**src/rtl/uart_lite_if.sv**
```systemverilog
// AXI4-Lite bus bundle between a UART Lite initiator and the uart_lite_responder.
// The master modport is the initiator side and the slave modport is the responder side.
interface uart_lite_if;
  logic [31:0] s_araddr;
  logic        s_arvalid;
  logic        s_arready;
  logic [31:0] s_rdata;
  logic [1:0]  s_rresp;
  logic        s_rvalid;
  logic        s_rready;
  logic [31:0] s_awaddr;
  logic        s_awvalid;
  logic        s_awready;
  logic [31:0] s_wdata;
  logic [3:0]  s_wstrb;
  logic        s_wvalid;
  logic        s_wready;
  logic [1:0]  s_bresp;
  logic        s_bvalid;
  logic        s_bready;

  modport master (
    output s_araddr, s_arvalid, s_rready, s_awaddr, s_awvalid, s_wdata, s_wstrb, s_wvalid,
           s_bready,
    input  s_arready, s_rdata, s_rresp, s_rvalid, s_awready, s_wready, s_bresp, s_bvalid
  );

  modport slave (
    input  s_araddr, s_arvalid, s_rready, s_awaddr, s_awvalid, s_wdata, s_wstrb, s_wvalid,
           s_bready,
    output s_arready, s_rdata, s_rresp, s_rvalid, s_awready, s_wready, s_bresp, s_bvalid
  );
endinterface

```
**src/rtl/uart_lite_responder.sv**
```systemverilog
// UART Lite register map behind an AXI4-Lite slave port.
// An RX byte FIFO is fed by the serial receiver, and a TX byte FIFO drains to the serializer.
module uart_lite_responder #(
  parameter int DEPTH_LOG2 = 4
) (
  input  logic       clk,
  input  logic       rstn,
  uart_lite_if.slave bus,
  input  logic [7:0] rx_data,
  input  logic       rx_valid,
  output logic [7:0] tx_data,
  output logic       tx_valid,
  input  logic       tx_ready,
  output logic       irq
);
  localparam int DEPTH = 1 << DEPTH_LOG2;
  localparam int PW    = DEPTH_LOG2 + 1;
  localparam logic [1:0] RESP_OKAY   = 2'b00;
  localparam logic [1:0] RESP_SLVERR = 2'b10;

  logic [7:0]    rx_mem [DEPTH];
  logic [7:0]    tx_mem [DEPTH];
  logic [PW-1:0] rx_wr, rx_rd, tx_wr, tx_rd;
  logic [PW-1:0] rx_wr_nxt, rx_rd_nxt, tx_wr_nxt, tx_rd_nxt;
  logic          rx_empty, rx_full, tx_empty, tx_full;

  logic          ready_en;
  logic          rvalid_q, bvalid_q;
  logic [31:0]   rdata_q;
  logic [1:0]    rresp_q, bresp_q;
  logic          aw_held, w_held, w_strb0_q;
  logic [1:0]    aw_addr_q;
  logic [7:0]    w_data_q;
  logic          intr_en, overrun, irq_q;

  logic          ar_fire, aw_fire, w_fire, wr_exec, wr_en;
  logic [1:0]    rd_sel, wr_addr;
  logic [7:0]    wr_data;
  logic          wr_strb0;
  logic          rx_pop, rx_push, rx_clr, rx_ovf, stat_rd;
  logic          tx_pop, tx_push, tx_clr, tx_wr_hit, tx_push_ok, ctrl_wr;
  logic [31:0]   rd_data, stat_word;
  logic [1:0]    rd_resp, wr_resp;
  logic          intr_en_nxt, overrun_nxt;
  logic          unused_bits;

  assign rx_empty = (rx_wr == rx_rd);
  assign rx_full  = (rx_wr[PW-1] != rx_rd[PW-1]) &&
                    (rx_wr[DEPTH_LOG2-1:0] == rx_rd[DEPTH_LOG2-1:0]);
  assign tx_empty = (tx_wr == tx_rd);
  assign tx_full  = (tx_wr[PW-1] != tx_rd[PW-1]) &&
                    (tx_wr[DEPTH_LOG2-1:0] == tx_rd[DEPTH_LOG2-1:0]);

  // Readies stay low through reset and rise on the first edge after release
  assign bus.s_arready = ready_en & ~rvalid_q;
  assign bus.s_awready = ready_en & ~aw_held & ~bvalid_q;
  assign bus.s_wready  = ready_en & ~w_held & ~bvalid_q;
  assign bus.s_rvalid  = rvalid_q;
  assign bus.s_rdata   = rdata_q;
  assign bus.s_rresp   = rresp_q;
  assign bus.s_bvalid  = bvalid_q;
  assign bus.s_bresp   = bresp_q;

  assign ar_fire = bus.s_arvalid & bus.s_arready;
  assign aw_fire = bus.s_awvalid & bus.s_awready;
  assign w_fire  = bus.s_wvalid & bus.s_wready;
  assign rd_sel  = bus.s_araddr[3:2];

  assign wr_addr  = aw_held ? aw_addr_q : bus.s_awaddr[3:2];
  assign wr_data  = w_held ? w_data_q : bus.s_wdata[7:0];
  assign wr_strb0 = w_held ? w_strb0_q : bus.s_wstrb[0];
  assign wr_exec  = (aw_held | aw_fire) & (w_held | w_fire) & ~bvalid_q;
  assign wr_en    = wr_exec & wr_strb0;

  assign tx_valid   = ~tx_empty;
  assign tx_data    = tx_empty ? 8'h00 : tx_mem[tx_rd[DEPTH_LOG2-1:0]];
  assign tx_pop     = tx_valid & tx_ready;
  assign tx_push_ok = ~tx_full | tx_pop;
  assign tx_wr_hit  = wr_en & (wr_addr == 2'd1);
  assign tx_push    = tx_wr_hit & tx_push_ok;
  assign ctrl_wr    = wr_en & (wr_addr == 2'd3);
  assign tx_clr     = ctrl_wr & wr_data[0];
  assign rx_clr     = ctrl_wr & wr_data[1];
  assign wr_resp    = (tx_wr_hit & ~tx_push_ok) ? RESP_SLVERR : RESP_OKAY;

  assign rx_pop  = ar_fire & (rd_sel == 2'd0) & ~rx_empty;
  assign stat_rd = ar_fire & (rd_sel == 2'd2);
  assign rx_push = rx_valid & (~rx_full | rx_pop);
  // A clear in the same cycle swallows the byte without flagging overrun
  assign rx_ovf  = rx_valid & ~rx_push & ~rx_clr;

  assign stat_word = {26'h0, overrun, intr_en, tx_full, tx_empty, rx_full, ~rx_empty};

  always_comb begin
    rd_data = 32'h0;
    rd_resp = RESP_OKAY;
    case (rd_sel)
      2'd0: begin
        if (rx_empty) rd_resp = RESP_SLVERR;
        else          rd_data = {24'h0, rx_mem[rx_rd[DEPTH_LOG2-1:0]]};
      end
      2'd2:    rd_data = stat_word;
      default: rd_data = 32'h0;
    endcase
  end

  always_comb begin
    rx_wr_nxt = rx_wr + PW'(rx_push);
    rx_rd_nxt = rx_rd + PW'(rx_pop);
    tx_wr_nxt = tx_wr + PW'(tx_push);
    tx_rd_nxt = tx_rd + PW'(tx_pop);
    if (rx_clr) begin
      rx_wr_nxt = '0;
      rx_rd_nxt = '0;
    end
    if (tx_clr) begin
      tx_wr_nxt = '0;
      tx_rd_nxt = '0;
    end
    intr_en_nxt = ctrl_wr ? wr_data[4] : intr_en;
    overrun_nxt = rx_ovf ? 1'b1 : (stat_rd ? 1'b0 : overrun);
  end

  always_ff @(posedge clk) begin
    if (rx_push) rx_mem[rx_wr[DEPTH_LOG2-1:0]] <= rx_data;
    if (tx_push) tx_mem[tx_wr[DEPTH_LOG2-1:0]] <= wr_data;
  end

  always_ff @(posedge clk or negedge rstn) begin
    if (!rstn) begin
      ready_en <= 1'b0;
      rx_wr    <= '0;
      rx_rd    <= '0;
      tx_wr    <= '0;
      tx_rd    <= '0;
      intr_en  <= 1'b0;
      overrun  <= 1'b0;
      irq_q    <= 1'b0;
    end else begin
      ready_en <= 1'b1;
      rx_wr    <= rx_wr_nxt;
      rx_rd    <= rx_rd_nxt;
      tx_wr    <= tx_wr_nxt;
      tx_rd    <= tx_rd_nxt;
      intr_en  <= intr_en_nxt;
      overrun  <= overrun_nxt;
      irq_q    <= intr_en_nxt & (rx_wr_nxt != rx_rd_nxt);
    end
  end

  always_ff @(posedge clk or negedge rstn) begin
    if (!rstn) begin
      rvalid_q <= 1'b0;
      rdata_q  <= 32'h0;
      rresp_q  <= RESP_OKAY;
    end else if (ar_fire) begin
      rvalid_q <= 1'b1;
      rdata_q  <= rd_data;
      rresp_q  <= rd_resp;
    end else if (rvalid_q && bus.s_rready) begin
      rvalid_q <= 1'b0;
    end
  end

  always_ff @(posedge clk or negedge rstn) begin
    if (!rstn) begin
      aw_held   <= 1'b0;
      aw_addr_q <= 2'd0;
      w_held    <= 1'b0;
      w_data_q  <= 8'h0;
      w_strb0_q <= 1'b0;
      bvalid_q  <= 1'b0;
      bresp_q   <= RESP_OKAY;
    end else if (wr_exec) begin
      aw_held  <= 1'b0;
      w_held   <= 1'b0;
      bvalid_q <= 1'b1;
      bresp_q  <= wr_resp;
    end else begin
      if (aw_fire) begin
        aw_held   <= 1'b1;
        aw_addr_q <= bus.s_awaddr[3:2];
      end
      if (w_fire) begin
        w_held    <= 1'b1;
        w_data_q  <= bus.s_wdata[7:0];
        w_strb0_q <= bus.s_wstrb[0];
      end
      if (bvalid_q && bus.s_bready) bvalid_q <= 1'b0;
    end
  end

  assign irq = irq_q;

  assign unused_bits = ^{bus.s_araddr[31:4], bus.s_araddr[1:0], bus.s_awaddr[31:4],
                         bus.s_awaddr[1:0], bus.s_wdata[31:8], bus.s_wstrb[3:1]};
endmodule

```
**src/flat_wrapper.sv**
```systemverilog
// flat-port wrapper written by rule: the top's interface ports become plain ports
module uart_lite_responder_flat 
#(
  parameter int DEPTH_LOG2 = 4
)
  (clk, rstn, rx_data, rx_valid, tx_data, tx_valid, tx_ready, irq, bus_s_araddr, bus_s_arvalid, bus_s_rready, bus_s_awaddr, bus_s_awvalid, bus_s_wdata, bus_s_wstrb, bus_s_wvalid, bus_s_bready, bus_s_arready, bus_s_rdata, bus_s_rresp, bus_s_rvalid, bus_s_awready, bus_s_wready, bus_s_bresp, bus_s_bvalid);
  uart_lite_if bus_i ();
  input  logic clk;
  input  logic rstn;
  input  logic [7:0] rx_data;
  input  logic rx_valid;
  output logic [7:0] tx_data;
  output logic tx_valid;
  input  logic tx_ready;
  output logic irq;
  input wire logic [$bits(bus_i.s_araddr)-1:0] bus_s_araddr;
  input wire logic [$bits(bus_i.s_arvalid)-1:0] bus_s_arvalid;
  input wire logic [$bits(bus_i.s_rready)-1:0] bus_s_rready;
  input wire logic [$bits(bus_i.s_awaddr)-1:0] bus_s_awaddr;
  input wire logic [$bits(bus_i.s_awvalid)-1:0] bus_s_awvalid;
  input wire logic [$bits(bus_i.s_wdata)-1:0] bus_s_wdata;
  input wire logic [$bits(bus_i.s_wstrb)-1:0] bus_s_wstrb;
  input wire logic [$bits(bus_i.s_wvalid)-1:0] bus_s_wvalid;
  input wire logic [$bits(bus_i.s_bready)-1:0] bus_s_bready;
  output wire logic [$bits(bus_i.s_arready)-1:0] bus_s_arready;
  output wire logic [$bits(bus_i.s_rdata)-1:0] bus_s_rdata;
  output wire logic [$bits(bus_i.s_rresp)-1:0] bus_s_rresp;
  output wire logic [$bits(bus_i.s_rvalid)-1:0] bus_s_rvalid;
  output wire logic [$bits(bus_i.s_awready)-1:0] bus_s_awready;
  output wire logic [$bits(bus_i.s_wready)-1:0] bus_s_wready;
  output wire logic [$bits(bus_i.s_bresp)-1:0] bus_s_bresp;
  output wire logic [$bits(bus_i.s_bvalid)-1:0] bus_s_bvalid;
  assign bus_i.s_araddr = bus_s_araddr;
  assign bus_i.s_arvalid = bus_s_arvalid;
  assign bus_i.s_rready = bus_s_rready;
  assign bus_i.s_awaddr = bus_s_awaddr;
  assign bus_i.s_awvalid = bus_s_awvalid;
  assign bus_i.s_wdata = bus_s_wdata;
  assign bus_i.s_wstrb = bus_s_wstrb;
  assign bus_i.s_wvalid = bus_s_wvalid;
  assign bus_i.s_bready = bus_s_bready;
  assign bus_s_arready = bus_i.s_arready;
  assign bus_s_rdata = bus_i.s_rdata;
  assign bus_s_rresp = bus_i.s_rresp;
  assign bus_s_rvalid = bus_i.s_rvalid;
  assign bus_s_awready = bus_i.s_awready;
  assign bus_s_wready = bus_i.s_wready;
  assign bus_s_bresp = bus_i.s_bresp;
  assign bus_s_bvalid = bus_i.s_bvalid;
  uart_lite_responder #(.DEPTH_LOG2(DEPTH_LOG2)) u_core (.clk(clk), .rstn(rstn), .bus(bus_i), .rx_data(rx_data), .rx_valid(rx_valid), .tx_data(tx_data), .tx_valid(tx_valid), .tx_ready(tx_ready), .irq(irq));
endmodule
```
**config.mk**
```make
export PLATFORM = sky130hd
export DESIGN_NAME = uart_lite_responder_flat
export DESIGN_NICKNAME = d
export VERILOG_FILES = /design/src/rtl/uart_lite_if.sv /design/src/rtl/uart_lite_responder.sv /design/src/flat_wrapper.sv
export SDC_FILE = /design/constraint.sdc
export NUM_CORES = 1
export LEC_CHECK = 0
export ABC_AREA = 1
export CORE_ASPECT_RATIO = 0.9
export CORE_MARGIN = 1
export CORE_UTILIZATION = 44
export CTS_CLUSTER_SIZE = 30
export DETAILED_ROUTE_END_ITERATION = 16
export HOLD_SLACK_MARGIN = 0.12
export PLACE_DENSITY_LB_ADDON = 0.15
export RECOVER_POWER = 50
export SYNTH_ARGS = -nofsm -noshare
export SYNTH_HDL_FRONTEND = slang
export SYNTH_SLANG_ARGS = --single-unit
export TNS_END_PERCENT = 5
```
**constraint.sdc**
```tcl
create_clock -name clk -period 2.15 [get_ports clk]
set_input_delay 0.5375 -clock clk [delete_from_list [all_inputs] [get_ports clk]]
set_output_delay 0.5375 -clock clk [all_outputs]
set_load 0.005 [all_outputs]
```
# Word level (Yosys, flattened, before mapping)
# Memories as Yosys holds them, arrays and structs flattened.
# Index checks and enable logic that the tools add are counted.
[op_classes] n_mux=28 bitwise_logic=41 eq_ne=10 n_reduce_logical=12 add_sub_neg=4
[ops] operator="$and 1x1->1" count=25
[ops] operator="$mux 8" count=3
[ops] operator="$add 5x1->5" count=4
[ops] operator="$mux 5" count=4
[ops] operator="$mux 1" count=16
[ops] operator="$pmux 8 s2" count=1
[ops] operator="$not 1->1" count=12
[ops] operator="$eq 5x5->1" count=2
[ops] operator="$reduce_bool 2->1" count=5
[ops] operator="$eq 4x4->1" count=2
[ops] operator="$mux 2" count=4
[ops] operator="$ne 5x5->1" count=1
[ops] operator="$eq 2x2->1 const B" count=2
[ops] operator="$logic_and 1x1->1" count=4
[ops] operator="$or 1x1->1" count=4
[ops] operator="$reduce_and 2->1" count=2
[ops] operator="$eq 2x1->1 const B" count=1
[ops] operator="$logic_not 2->1" count=1
[ops] operator="$ne 1x1->1" count=2
[totals] inputBits=117 n_memories=2 regBits=75 output_inout_bits=51 elab_cells=115 ram_bits=256
[memory_table] name="u_core.rx_mem" words=16 word_bits=8 read_ports=1 rd_ports_with_merged_regs=0 wr=1 line_no="uart_lite_responder.sv:21" text="logic [7:0] rx_mem [DEPTH];"
[memory_table] name="u_core.tx_mem" words=16 word_bits=8 read_ports=1 rd_ports_with_merged_regs=0 wr=1 line_no="uart_lite_responder.sv:22" text="logic [7:0] tx_mem [DEPTH];"

# Logic depth before layout (Yosys ltp)
# Gate-level depths: netlist of run 1.
[depth] word_depth=13 mapped_depth=20 ltp_nobuf=19

# Worst setup path after synthesis of run 1
# No wires, ideal clock.
[synth_timing] path_type="register to register" startpoint="register u_core.rx_rd[0]" endpoint="register u_core.irq_q (netlist: u_core.irq)" setup_ns=0.116 synth_period_minus_slack_ns=2.267 n_path_buf=1 stages_incl_launch_ff=20 arrival_time_ns=2.151 required_time_ns=2.034 slack_ns=-0.117 cell_sequence="dfrtp_1 -> buf_2 -> xor2_1 -> nor2_1 -> nand2_1 -> nor2_1 -> inv_1 -> nand3_1 -> inv_1 -> ha_1 -> ha_1 -> nand2_1 -> inv_1 -> nand2_1 -> xor2_1 -> inv_1 -> nand3_1 -> nand4_1 -> nor2_1 -> nor2_1"
[synth_between] elab_chain_cells=9 elab_cells_between_ends=14 cone_classes="add/sub: 2; eq/ne: 3; mux: 2; bitwise: 6; reduce/logical: 1"
[synth_rtl] item="start: declaration" line_no="uart_lite_responder.sv:23" text="logic [PW-1:0] rx_wr, rx_rd, tx_wr, tx_rd;"
[synth_rtl] item="start signal: assignment" line_no="uart_lite_responder.sv:142" text="rx_rd <= rx_rd_nxt;"
[synth_rtl] item="$eq 5x5->1 / $eq 4x4->1 (equally long branches)" line_no="uart_lite_responder.sv:47, uart_lite_responder.sv:49"
[synth_rtl] item="$not 1->1 / $logic_and 1x1->1 (equally long branches)" line_no="uart_lite_responder.sv:86, uart_lite_responder.sv:48"
[synth_rtl] item="$and 1x1->1 / $not 1->1 (equally long branches)" line_no="uart_lite_responder.sv:86, uart_lite_responder.sv:88"
[synth_rtl] item="$or 1x1->1" line_no="uart_lite_responder.sv:88" text="assign rx_push = rx_valid & (~rx_full | rx_pop);"
[synth_rtl] item="$and 1x1->1" line_no="uart_lite_responder.sv:88"
[synth_rtl] item="$add 5x1->5" line_no="uart_lite_responder.sv:108" text="rx_wr_nxt = rx_wr + PW'(rx_push);"
[synth_rtl] item="$mux 5" line_no="uart_lite_responder.sv:112" text="if (rx_clr) begin"
[synth_rtl] item="$ne 5x5->1 (*)" line_no="uart_lite_responder.sv:147" text="irq_q <= intr_en_nxt & (rx_wr_nxt != rx_rd_nxt);"
[synth_rtl] item="$and 1x1->1 (*)" line_no="uart_lite_responder.sv:147"
[synth_rtl] item="end signal: assignment" line_no="uart_lite_responder.sv:147"
[synth_rtl] item="end: declaration" line_no="uart_lite_responder.sv:34" text="logic intr_en, overrun, irq_q;"
# Mark *: on every way between the ends. The rest lies on a longest branch, timed or not.
# A chain may end at the register's enable or synchronous reset.

# Worst setup path after layout of run 1
[layout_timing] startpoint="register u_core.tx_rd[0]" endpoint="output port tx_data[5]"
[layout_between] elab_chain_cells=2 elab_cells_between_ends=3 cone_classes="eq/ne: 1; mux: 1; memory: 1"
[layout_rtl] item="start: declaration" line_no="uart_lite_responder.sv:23"
[layout_rtl] item="start signal: assignment" line_no="uart_lite_responder.sv:144" text="tx_rd <= tx_rd_nxt;"
[layout_rtl] item="$mem_v2 16x8 / $eq 5x5->1 (equally long branches)"
[layout_rtl] item="$mux 8 (*)" line_no="uart_lite_responder.sv:76" text="assign tx_data = tx_empty ? 8'h00 : tx_mem[tx_rd[DEPTH_LOG2-1:0]];"
[layout_rtl] item="end: declaration" line_no="flat_wrapper.sv:12" text="output logic [7:0] tx_data;"
# Marks and branches as above.

==> results.yml, run 1 <==
status:
  status: "finished with violations"
  violations: "negative setup slack"
timing:
  finalWorstSetupSlack_ns: -0.614
  rsz0062_at_grt: "yes"
  fmax_mhz: 362
  setup_viol: 147
  skew_ns: 0.0193
  hold_viol_final: 0
  min_period_ns: 2.76
  relSlewSlack_pct: 43.3
  worstMarginPinSlew_ns: 0.851
  slew_viol_final: 0
  fin_crit_sh_pct: 129
  setup-tns-final_ns: -42.86
floorplan:
  die_w_um: 184
  initial_core_util_pct: 45.1
  rows: 59
  dieArea_sq_um: 30500
  pin_count: 168
  chipHeight_um: 166
  core_region_area_sq_um: 29100
setup_path:
  start_kind: "flip-flop"
  crit_chain: "buf_6 -> buf_6 -> xnor2_2 -> nand4_1 -> nor2_4 -> buf_12 -> buf_12 -> buf_6 -> a21oi_2 -> buf_2"
  crit_type: "reg2out"
  arrival_ns: 2.23
  crit_top_cell: "buf_6"
  slowest_delay_ns: 0.50
  cp_max_fo: 4
  reg2regPathDepth: 17
  reg2reg_slack_ns: -0.46
  regToRegStartpoint: "u_core.tx_rd[0]"
  critPathRequiredTime_ns: 1.61
  reg2reg_to: "u_core.tx_wr[2]"
  worst-path-buf-inv: 6
  cpMaxStageDelayCell: "dfrtp_4"
  end_kind: "primary output"
  path_delay_family: "buffers and inverters"
global_route:
  first_global_vias: 8223
  overflow: 0
  grtUsageTotal_pct: 20.1
  grt_pass1_wl_um: 46700
  antenna_found_initial: 0
  grt_max_degree: 85
synthesis:
  synth_ff_type: "edfxtp_1"
  synth.distinct_cells: 39
  yosysSeqAreaShare_pct: 67.9
  yosysMostFrequentCell: "edfxtp_1"
  syn-cell-area_sq_um: 13100
  ys_async_sr_fraction_pct: 16.1
  synthAdderAreaFrac_pct: 0.763
  synth_simple_gate_area_share_pct: 7.27
  ys_top_cells_by_count: "edfxtp_1 (256), inv_1 (129), o21ai_0 (107), nand2_1 (93), a21oi_1 (78)"
  ys_ff_latch: 305
  syn_inst: 1074
  synth.avg_cell_area_sq_um: 12.2
  synthXorXnorAreaFrac_pct: 1.13
  synth_top_area_cell: "edfxtp_1"
  yosys-top-cells-area: "edfxtp_1 (59%), dfrtp_1 (9.3%), mux2i_1 (4.9%), o21ai_0 (4.1%), inv_1 (3.7%)"
  synthMuxAreaShare_pct: 4.88
  synth_top_family_by_area: "compound AO/OA/AOI/OAI gates"
  synth-edff-count: 256
  synth_compound_area_share_pct: 10.8
  yosys.area.top_type_share_pct: 58.6
  ys_warn_count: 0
layout:
  n_antenna_cell: 0
  drive_gt1_share_pct: 21.7
  syn_to_final_growth_pct: 25.4
  final_net_count: 1376
  final_cells: 1672
  stdcell_area_sq_um: 16500
  post-route-util_pct: 56.6
routing:
  wl_met2_um: 13100
  wl_met3_um: 1750
  routed_via_density: 5.05
  post-route-drc-count: 0
  wl_um: 29900
  first_iter_violations: 681
  routed.top_layer: "met4"
  drt-wirelength-per-cell_um: 17.9
  dr.pass1.iters: 5
  met1Wirelength_um: 14600
  detail-route-antenna-nets: 0
  via_count: 8446
clocking:
  cts_root_buf: "clkbuf_16"
  cts_buffer_depth: 3
  htreeDepth: 2
  numCtsBuffers: 34
  clkTransAtPathRegs_ns: 0.06
  worstSkewPairLatency_ns: 0.51
  cts_sinks: 305
  cts_tree: "done"
placement:
  place_congestion: 0.799
  dp_hpwl_um: 19000
  dpl-instance-area_sq_um: 14900
  dp_cells: 1592
  portBuffers: 54
job:
  cap_viol_max_count: 0
pwr:
  power_density_nw_per_um2: 1270
  vdd_drop_max_mv: 0.867
  power_leakage_nw: 6.50
hold_path:
  hp-start: "u_core.bus.s_rdata[1]"
  hold_end: "u_core.bus.s_rdata[1]"
  min_path_cells: 2
  hold_path_class: "reg2reg"
==> how the worst max path moves through the flow <==
stage / endpoint / slack (ns) / start / cells past startpoint
6_report: tx_data[5] / -0.61 / u_core.tx_rd[0] / 10
5_1_grt: tx_data[3] / -0.74 / u_core.tx_rd[0] / 10
4_1_cts: tx_data[5] / -0.66 / u_core.tx_rd[0] / 10
3_5_place_dp: u_core.tx_wr[4] / -0.65 / bus_s_awvalid / 16
3_3_place_gp: u_core.irq / -0.63 / bus_s_arvalid / 16
2_1_floorplan: u_core.tx_mem[1][0] / -0.06 / bus_s_awvalid / 10
==> layout by cell type (no fill, tap or decap), drive strengths merged, types with 3 or more instances in the layout <==
cell	netlist	routed
edfxtp	256	256
buf	54	140
inv	132	132
o21ai	109	109
nand2	98	98
a21oi	78	78
mux2i	64	64
nor2	60	60
clkbuf	24	58
o211ai	53	53
nand3	50	50
dfrtp	49	49
clkdlybuf4s50	0	33
conb	2	27
clkinv	1	12
xor2	11	11
dlygate4sd3	0	9
ha	8	8
xnor2	6	6
nand4	4	4
or2	3	3
a22oi	3	3
==> layout make-up <==
cell class,instances,area [sq um]
clock buffer,49,948
sequential,305,8920
fill,2423,12600
clock inverter,12,100
inverter,133,504
multi-input combinational,583,3650
tap,396,495
timing repair buffer,194,1840
==> kinds of logic after synthesis <==
logic type | count (synthesis)
simple gates | 217
compound gates | 250
fa+ha+maj | 8
buf+inv | 211
mux | 64
other cells | 2
flops | 305
xor+xnor | 17
==> through the flow <==
stage                     setup WS (ns)  total power [mW]  hold slack, ns
final                            -0.614              20.8           0.477
after global routing             -0.740              22.0           0.521
after CTS                        -0.659              20.8           0.466
after detailed placement         -0.649              14.9           0.452
after global placement           -0.626              14.8           0.447
after floorplan                 -0.0599              11.9           0.242
==> where the power goes <==
part | leakage (nW) | switching (mW) | internal (mW)
Clock | 0.509 | 2.25 | 3.20
Sequential | 2.93 | 0.292 | 7.32
Combinational | 3.07 | 4.50 | 3.28
Total | 6.50 | 7.04 | 13.8
==> routing by layer <==
layer	track usage, %	vias up
met4	5.43	0
li1	-	4094
met3	3.16	42
met1	30.7	4081
met2	29.6	229
met5	0	-
==> registers in the layout, indices dropped and copies added, names as in the netlist, 2 cells and up <==
register,flops
u_core.w_data_q,8
u_core.rx_wr,5
u_core.tx_rd,5
u_core.rx_mem,128
u_core.tx_wr,5
u_core.tx_mem,128
u_core.rx_rd,5
u_core.bus.s_rdata,8
u_core.aw_addr_q,2
==> timing repair <==
action,CTS,global route
pin swaps,34,21
setup endpoints to repair,152,287
setup buffers,11,4
gates cloned,3,0
hold buffers,1,0
resized for setup,84,78
hold endpoints to repair,11,0
==> worst register-to-register path, cell delays in order (launching register included) <==
cell	delay, ns
dfrtp_4	0.50
buf_6	0.15
buf_6	0.13
xnor2_2	0.11
nand4_1	0.18
nor2_4	0.16
buf_4	0.13
buf_6	0.09
inv_4	0.03
nand2_4	0.06
nand2_4	0.05
nand2_4	0.09
inv_4	0.06
ha_2	0.18
ha_1	0.18
or2_2	0.27
nand3_1	0.09
inv_1	0.04
(Power assumes the default switching activity.)
==> run 2: changes to the inputs <==
Settings changed: CORE_ASPECT_RATIO 0.9 to 0.6, PLACE_DENSITY from default to 0.66, PLACE_DENSITY_LB_ADDON 0.15 to default.
==> run 2 against run 1 <==
- the flow still finishes with violations (negative setup slack)
- global-route usage rose by 0.11 points
- sequential power about the same
- wire length grew 2.5%
- largest power group unchanged
- hold slack gained 0.010 ns
- worst setup slack worse by 0.17 ns
- combinational power grew 5.7%
- total power up 0.11%
- via count up 2.2%
- cell area is 0.57% lower
- critical path type unchanged
==> results.yml, run 2 (synthesis results as in run 1) <==
floorplan:
  chipHeight_um: 136
  rows: 48
  core_region_area_sq_um: 29000
  initial_core_util_pct: 45.2
  pin_count: 168
  dieArea_sq_um: 30500
  die_w_um: 225
routing:
  via_count: 8635
  dr.pass1.iters: 5
  drt-wirelength-per-cell_um: 18.3
  detail-route-antenna-nets: 0
  first_iter_violations: 822
  wl_um: 30700
  routed_via_density: 5.14
  post-route-drc-count: 0
layout:
  stdcell_area_sq_um: 16400
  drive_gt1_share_pct: 21.0
  layout_commonest_cell: "edfxtp_1"
  final_cells: 1679
  post-route-util_pct: 56.4
  syn_to_final_growth_pct: 24.7
  final_net_count: 1381
  final_cell_mix: "edfxtp_1 (256), inv_1 (127), buf_4 (100), nand2_1 (89), o21ai_0 (86)"
  n_antenna_cell: 0
placement:
  dp_cells: 1601
  dp_hpwl_um: 20200
  place_congestion: 0.872
  dpl-instance-area_sq_um: 14900
  portBuffers: 54
setup_path:
  cp_max_fo: 6
  arrival_ns: 2.39
  crit_type: "reg2out"
  regToRegStartpoint: "u_core.tx_rd[1]"
  reg2reg_slack_ns: -0.33
  critPathRequiredTime_ns: 1.61
  start_kind: "flip-flop"
  reg2reg_to: "u_core.tx_wr[2]"
  end_kind: "primary output"
  reg2regPathDepth: 14
global_route:
  overflow: 0
  grt_max_degree: 97
  grt_pass1_wl_um: 47100
  first_global_vias: 8133
  grtUsageTotal_pct: 20.2
  antenna_found_initial: 0
pwr:
  vdd_drop_max_mv: 0.596
  power_leakage_nw: 6.49
  power_density_nw_per_um2: 1270
  power_mw: 20.9
timing:
  slew_viol_final: 0
  rsz0062_at_grt: "yes"
  worstMarginPinSlew_ns: 0.997
  fin_crit_sh_pct: 136
  skew_ns: 0.0102
  fmax_mhz: 341
  setup-tns-final_ns: -14.71
  relSlewSlack_pct: 33.5
  min_period_ns: 2.93
  setup_viol: 145
  hold_viol_final: 0
  finalWorstSetupSlack_ns: -0.781
hold_path:
  hold_end: "u_core.aw_addr_q[0]"
  hp-start: "u_core.aw_addr_q[0]"
  hold_path_class: "reg2reg"
  min_path_cells: 2
clocking:
  cts_buffer_depth: 3
  cts_tree: "done"
  clkTransAtPathRegs_ns: 0.06
  htreeDepth: 1
  numCtsBuffers: 29
  worstSkewPairLatency_ns: 0.55
  cts_sinks: 305
  cts_root_buf: "clkbuf_16"
status:
  status: "finished with violations"
  violations: "negative setup slack"
job:
  cap_viol_max_count: 0
## run 2: repair_timing
item	4_1_cts	5_1_grt
endpoints found under the setup margin	149	161
hold buffers	1	0
gates resized for setup	93	74
hold endpoints to repair	17	0
setup buffers	15	7
pin swaps	35	23
cloned	4	0
## run 2: final cells by class
type	instances	area, sq um
repair buffers	204	1880
clock inverters	9	98.8
flip-flops and latches	305	8920
multi-input cells	583	3630
inverters	133	504
well taps	400	500
clock buffers	45	836
fillers	2372	12600
## run 2: per-layer routing
| layer | part of all wire (%) | up-vias | routed length (um) | GRT usage [%] |
|---|---|---|---|---|
| met1 | 50 | 4177 | 15200 | 33.1 |
| met5 | 0 | - | 0 | 0 |
| met3 | 8.3 | 32 | 2560 | 3.30 |
| met2 | 41 | 318 | 12500 | 27.8 |
| met4 | 1.5 | 0 | 471 | 3.55 |
| li1 | - | 4108 | - | - |
## run 2: power by group
group,switching [mW],total (mW),internal [mW]
Clock,2.12,5.02,2.90
Combinational,4.69,8.21,3.52
Sequential,0.312,7.63,7.32
## run 2: stage by stage
stage / hold WS, ns / worst slack, ns
3_3_place_gp: 0.467 / -0.666
5_1_grt: 0.501 / -0.829
6_report: 0.487 / -0.781
4_1_cts: 0.470 / -0.768
3_5_place_dp: 0.473 / -0.658
2_1_floorplan: 0.242 / -0.0599
## run 2: worst max-delay path, cell delays in order (launching register included)
cell,delay [ns]
dfrtp_4,0.53
buf_6,0.14
buf_6,0.13
buf_16,0.14
mux2i_1,0.12
o211ai_1,0.25
buf_4,0.19
nand3_2,0.09
a21oi_2,0.14
buf_2,0.12
## run 2: worst max-delay path by stage
stage | cells past startpoint | slack [ns] | startpoint | to
6_report | 9 | -0.78 | u_core.tx_rd[0] | tx_data[6]
5_1_grt | 9 | -0.83 | u_core.tx_rd[0] | tx_data[6]
4_1_cts | 9 | -0.77 | u_core.tx_rd[0] | tx_data[7]
3_5_place_dp | 16 | -0.66 | bus_s_awvalid | u_core.tx_wr[4]
3_3_place_gp | 16 | -0.67 | bus_s_awvalid | u_core.tx_wr[4]
2_1_floorplan | 10 | -0.06 | bus_s_awvalid | u_core.tx_mem[1][0]
